**config.mk**
```make
export PLATFORM = sky130hd
export DESIGN_NAME = givens_rot_pipe
export DESIGN_NICKNAME = d
export VERILOG_FILES = /design/src/rtl/givens_rot_pipe.sv
export SDC_FILE = /design/constraint.sdc
export NUM_CORES = 2
export LEC_CHECK = 0
export CORE_UTILIZATION = 65
export CTS_CLUSTER_SIZE = 10
export DETAILED_ROUTE_END_ITERATION = 6
export PLACE_DENSITY = 0.83
export SLEW_MARGIN = 20
export SYNTH_ARGS = -nofsm -noshare
export SYNTH_HDL_FRONTEND = slang
export SYNTH_SLANG_ARGS = --single-unit
```
**constraint.sdc**
```tcl
create_clock -name clk -period 14.6 [get_ports clk]
set_input_delay 2.19 -clock clk [delete_from_list [all_inputs] [get_ports clk]]
set_output_delay 2.19 -clock clk [all_outputs]
set_load 0.01 [all_outputs]
```
**src/rtl/givens_rot_pipe.sv**
```systemverilog
// Two-stage Givens rotation pipeline: (x, y) -> (c*x + s*y, c*y - s*x) in fixed point.
// One (c, s) pair per row of ROW_LEN elements, latched on the row's first element.
module givens_rot_pipe #(
    parameter int unsigned DATA_WIDTH = 20,
    parameter int unsigned FRAC       = 16,
    parameter int unsigned ROW_LEN    = 8
) (
    input  logic                  clk,
    input  logic                  rst,
    input  logic                  in_valid,
    output logic                  in_ready,
    input  logic [DATA_WIDTH-1:0] in_c,
    input  logic [DATA_WIDTH-1:0] in_s,
    input  logic [DATA_WIDTH-1:0] in_x,
    input  logic [DATA_WIDTH-1:0] in_y,
    output logic                  out_valid,
    input  logic                  out_ready,
    output logic [DATA_WIDTH-1:0] out_x,
    output logic [DATA_WIDTH-1:0] out_y,
    output logic                  out_last
);

    localparam int unsigned DW = DATA_WIDTH;
    localparam int unsigned PW = 2 * DATA_WIDTH;
    localparam int unsigned CW = (ROW_LEN > 1) ? $clog2(ROW_LEN) : 1;
    localparam logic [CW-1:0] CNT_LAST = CW'(ROW_LEN - 1);

    logic                 s1_valid;
    logic                 s2_valid;
    logic                 s1_last;
    logic                 s1_load;
    logic                 s2_load;
    logic                 accept;
    logic [CW-1:0]        cnt;
    logic signed [DW-1:0] c_reg;
    logic signed [DW-1:0] s_reg;
    logic signed [DW-1:0] c_use;
    logic signed [DW-1:0] s_use;
    logic signed [DW-1:0] x_in;
    logic signed [DW-1:0] y_in;
    logic signed [PW-1:0] p_cx;
    logic signed [PW-1:0] p_sy;
    logic signed [PW-1:0] p_cy;
    logic signed [PW-1:0] p_sx;
    logic [DW-1:0]        t_cx;
    logic [DW-1:0]        t_sy;
    logic [DW-1:0]        t_cy;
    logic [DW-1:0]        t_sx;

    // Skid-free handshake: a stage advances when its successor frees up this cycle
    assign s2_load   = !s2_valid || out_ready;
    assign s1_load   = !s1_valid || s2_load;
    assign in_ready  = s1_load;
    assign accept    = in_valid && s1_load;
    assign out_valid = s2_valid;

    // First element of a row uses the live coefficients; the rest use the latched copy
    assign c_use = (cnt == '0) ? $signed(in_c) : c_reg;
    assign s_use = (cnt == '0) ? $signed(in_s) : s_reg;
    assign x_in  = $signed(in_x);
    assign y_in  = $signed(in_y);

    assign t_cx = p_cx[FRAC+DW-1:FRAC];
    assign t_sy = p_sy[FRAC+DW-1:FRAC];
    assign t_cy = p_cy[FRAC+DW-1:FRAC];
    assign t_sx = p_sx[FRAC+DW-1:FRAC];

    // S1: full-width products, element counter and coefficient latch
    always_ff @(posedge clk or posedge rst) begin
        if (rst) begin
            s1_valid <= 1'b0;
            s1_last  <= 1'b0;
            cnt      <= '0;
            c_reg    <= '0;
            s_reg    <= '0;
            p_cx     <= '0;
            p_sy     <= '0;
            p_cy     <= '0;
            p_sx     <= '0;
        end else begin
            if (s1_load) begin
                s1_valid <= accept;
                if (accept) begin
                    p_cx    <= PW'(c_use) * PW'(x_in);
                    p_sy    <= PW'(s_use) * PW'(y_in);
                    p_cy    <= PW'(c_use) * PW'(y_in);
                    p_sx    <= PW'(s_use) * PW'(x_in);
                    s1_last <= (cnt == CNT_LAST);
                end
            end
            if (accept) begin
                cnt <= (cnt == CNT_LAST) ? '0 : cnt + CW'(1);
                if (cnt == '0) begin
                    c_reg <= $signed(in_c);
                    s_reg <= $signed(in_s);
                end
            end
        end
    end

    // S2: truncated sums, wrapping; held while downstream stalls
    always_ff @(posedge clk or posedge rst) begin
        if (rst) begin
            s2_valid <= 1'b0;
            out_x    <= '0;
            out_y    <= '0;
            out_last <= 1'b0;
        end else if (s2_load) begin
            s2_valid <= s1_valid;
            if (s1_valid) begin
                out_x    <= t_cx + t_sy;
                out_y    <= t_cy - t_sx;
                out_last <= s1_last;
            end
        end
    end

endmodule

```
==> Yosys cells after proc, flatten, opt, wreduce, memory -nomap -nowiden <==
Index checks and enable logic that the tools add are counted.
{ "op_classes": {"n_addsub": 3, "mul": 4, "n_eq_ne": 1, "mux": 3, "n_reduce_logical": 8} }
{ "ops": {"columns": ["op", "count"], "rows": [
  ["$mul A20 B20 Y36", 4],
  ["$mux W20", 2],
  ["$add A20 B20 Y20", 1],
  ["$sub A20 B20 Y20", 1],
  ["$reduce_and A2 Y1", 2],
  ["$add A3 B1 Y3 const B", 1],
  ["$eq A3 B3 Y1 const B", 1],
  ["$logic_not A3 Y1", 1],
  ["$mux W3", 1],
  ["$logic_not A1 Y1", 2],
  ["$logic_or A1 B1 Y1", 2],
  ["$logic_and A1 B1 Y1", 1]
]} }
{ "totals": {"reg_bits": 231, "inputBits": 84, "output_inout_bits": 43, "word_cells": 32} }

==> Longest topological paths before layout <==
{ "logic_depth": {"word_depth": 5, "mapped_depth": 35, "depth_no_buf": 31} }

==> Least setup slack after synthesis <==
Ideal clock, no wire load.
{ "synth_path": {"kind": "input-to-reg", "from": "in in_c[10]", "to": "reg p_cy[32]", "setup_ps": 104, "arrival_ps": 9082, "t_required_ps": 14496, "setup_slack_ps": 5415, "stages": 28, "path_buffers": 1, "path_cell_list": "mux2_2 clkbuf_1 and2_1 fa_1 fa_1 inv_1 fa_1 inv_1 fa_1 inv_1 fa_1 inv_1 fa_1 inv_1 fa_1 inv_1 ha_1 o21a_1 o21ai_0 nor3_1 a211o_1 a2111oi_4 o21ai_1 a21bo_2 o211a_1 o21a_1 o21a_1 o311ai_1"} }
{ "synth_between": {"elab_chain_cells": 2} }
{ "synth_lines": {"columns": ["element", "line_no", "rtl"], "rows": [
  ["start: declaration", "12", "input logic [DATA_WIDTH-1:0] in_c,"],
  ["$mux W20", null, null],
  ["$mul A20 B20 Y36", "86", "p_cy <= PW'(c_use) * PW'(y_in);"],
  ["end signal: assignment", "86", null],
  ["end: declaration", "43", "logic signed [PW-1:0] p_cy;"]
]} }
No other way between the ends.
A chain may end at the register's enable or synchronous reset.

==> Worst setup path in the final report <==
{ "layout_path": {"from": "in in_c[9]", "to": "reg p_cx[31]"} }
{ "layout_between": {"elab_chain_cells": 2} }
{ "layout_lines": {"columns": ["element", "line_no", "rtl"], "rows": [
  ["$mux W20", null, null],
  ["$mul A20 B20 Y36", "84", "p_cx <= PW'(c_use) * PW'(x_in);"],
  ["end signal: assignment", "84", null],
  ["end: declaration", "41", "logic signed [PW-1:0] p_cx;"]
]} }
No other way between the ends.

==> flow_metrics.env <==
export IMPL_tightestPinTransition_ns=1.15
export IMPL_synth_edf_count=0
export IMPL_clkSinkCount=167
export IMPL_fin_crit_ns=10.15
export IMPL_synth_area_leaders="fa_1 (49%), inv_1 (10%), ha_1 (8.7%), and2_1 (8.7%), dfrtp_1 (6.7%)"
export IMPL_htreeDepth=4
export IMPL_critPathArrivalTime_ns=10.51
export IMPL_netlist_area_mm2=0.0626
export IMPL_ys_seq_area_frac=0.0668
export IMPL_cts_tree="yes"
export IMPL_cts_made_buffers=17
export IMPL_via_per_inst=5.70
export IMPL_syn_to_final_growth_pct=4.41
export IMPL_hold_path_depth=2
export IMPL_instances_no_fill=7966
export IMPL_root_buffer="clkbuf_16"
export IMPL_critPathLaunchType="input port"
export IMPL_synth_main_ff_cell="dfrtp_1"
export IMPL_cts_setup_buffers=0
export IMPL_drt_antenna_violating_nets=0
export IMPL_required_ns=14.96
export IMPL_synth_top_area_share=0.490
export IMPL_clk_latency_ns=0.53
export IMPL_clockBufferDepth=2
export IMPL_yosys_warnings=0
export IMPL_coreArea_mm2=0.0952
export IMPL_rsz0062_at_grt="false"
export IMPL_critPathKind="input port to register"
export IMPL_die_h_um=312
export IMPL_initial_core_util=0.657
export IMPL_drcViolationCount=0
export IMPL_synthArstFlopShare=1.00
export IMPL_fmax_mhz=98.5
export IMPL_synthTopCellsByCount="inv_1 (1689), fa_1 (1530), nand2_1 (913), and2_1 (865), ha_1 (437)"
export IMPL_vias=45400
export IMPL_final_nets=8734
export IMPL_end_kind="register"
export IMPL_pre_cts_slack_ns=4.03
export IMPL_gp_congestion=0.946
export IMPL_dr_pass1_iters=6
export IMPL_path_clk_slew_ns=0.09
export IMPL_cts_hold_fix_buffers=0
export IMPL_ctsResizeCount=0
export IMPL_skew_ns=0.0302
export IMPL_ys_types=61
export IMPL_placed_area_mm2=0.0647
export IMPL_drive_above_1_share=0.0258
export IMPL_port_buffers=126
export IMPL_max_cap_viol_count=0
export IMPL_grt_max_degree=110
export IMPL_synth_cells=6814
export IMPL_crit_path_start="in_c[9]"
export IMPL_drt_wl_total_mm=165
export IMPL_dieArea_mm2=0.0975
export IMPL_fin_ws_ns=4.45
export IMPL_setup_viol=0
export IMPL_ys_seq_elements=167
export IMPL_syn_num_nets=8865
export IMPL_worstRegToRegCells=31
export IMPL_hold_violations=0
export IMPL_grt_pass1_vias=50800
export IMPL_setup_tns_ns=0
export IMPL_fin_crit_sh=0.695
export IMPL_gr_total_overflow=0
export IMPL_hp_class="register to register"
export IMPL_cp_max_fo=23
export IMPL_rows=113
export IMPL_die_x_um=312
export IMPL_slew_headroom=0.230
export IMPL_timing_rr_start="cnt[0]$_DFFE_PP0P_"
export IMPL_min_from="s_reg[4]$_DFFE_PP0P_"
export IMPL_yosysMostFrequentCell="inv_1"
export IMPL_dpl_hpwl_mm=126
export IMPL_slew_viol_final=0
export IMPL_grt_use_total=0.361
export IMPL_place_inst=7929
export IMPL_design_area_mm2=0.0653
export IMPL_antenna_found_initial=6
export IMPL_status="finished, final reports clean"
export IMPL_grt_pass1_wl_mm=270
export IMPL_syn_area_per_cell_um2=9.18
export IMPL_yosysTopAreaCell="fa_1"
export IMPL_routedWlPerCell_um=20.7
export IMPL_drtIter0Drc=3262
export IMPL_io_pins=127
## logic make-up (layout without fill, tap and decap cells)
kind of cell    after synthesis  count (layout)  synth area share
mux                          59              59            0.0102
xor+xnor                    176             176            0.0246
other cells                   0               5                 0
simple gates               2014            2014             0.160
fa+ha+maj                  1967            1967             0.577
buf+inv                    2046            1928             0.123
flops                       167             167            0.0668
compound gates              385             385            0.0381
## worst max-delay path: stages
cell and delay, ns:
clkdlybuf4s50_1 0.51, mux2_2 0.53, buf_4 0.40, and2_1 0.20
fa_1 0.45, fa_1 0.51, inv_1 0.06, fa_1 0.49
inv_1 0.05, fa_1 0.50, inv_1 0.06, fa_1 0.53
inv_1 0.05, fa_1 0.47, inv_1 0.05, fa_1 0.47
inv_1 0.04, ha_1 0.18, a211o_1 0.30, a221oi_1 0.27
o21bai_1 0.20, o21ai_1 0.59, o311ai_1 0.29, and2_1 0.20
o41ai_1 0.49, mux2i_1 0.24, o311ai_0 0.14
## cell type report
| class | instances | area (um^2) |
|---|---|---|
| Clock buffer | 17 | 425 |
| Sequential cell | 167 | 4180 |
| Clock inverter | 15 | 189 |
| Antenna cell | 5 | 12.5 |
| Tap cell | 1265 | 1580 |
| Multi-Input combinational cell | 4601 | 50700 |
| Inverter | 1689 | 6350 |
| Fill cell | 7057 | 29800 |
| Timing Repair Buffer | 207 | 1860 |
## per-stage QoR
stage,utilization,hold slack [ns]
after floorplan,-,0.439
after global placement,0.680,0.453
after detailed placement,0.680,0.461
after CTS,0.686,0.481
after global routing,0.686,0.492
final,0.686,0.481
## final timing paths
path                                              end  slack, ns
worst max-delay path             p_cx[31]$_DFFE_PP0P_       4.45
worst min register to register   s_reg[4]$_DFFE_PP0P_       0.48
worst max register to register   p_cy[34]$_DFFE_PP0P_       4.75
worst min-delay path             s_reg[4]$_DFFE_PP0P_       0.48
max in group asynchronous        p_cx[17]$_DFFE_PP0P_      10.93
min in group asynchronous       c_reg[11]$_DFFE_PP0P_       2.23
## per-layer routing
metal  global-route usage  vias up  part of all wire
met4                0.198        8             0.059
met2                0.598     2203              0.49
met5                    0        -           0.00095
met1                0.442    23300              0.35
li1                     -    19300                 -
met3               0.0798      606             0.099
## layout by cell type, fill, tap and decap left out, drive strengths merged, types with 15 or more instances in the layout
| master | count |
|---|---|
| nor2b | 16 |
| clkbuf | 17 |
| inv | 1697 |
| ha | 437 |
| xnor2 | 128 |
| nand2 | 913 |
| buf | 82 |
| o21a | 17 |
| clkdlybuf4s50 | 125 |
| a211oi | 16 |
| xor2 | 48 |
| nand3 | 23 |
| nand2b | 17 |
| mux2i | 19 |
| o21bai | 15 |
| dfrtp | 167 |
| and2 | 865 |
| fa | 1530 |
| o31ai | 19 |
| a21oi | 71 |
| a21o | 34 |
| o21ai | 157 |
| mux2 | 40 |
| nor2 | 105 |
| nor3 | 19 |
Power is not shown: default switching activity piles up to over one toggle a cycle in this logic, so the estimate is an artifact.
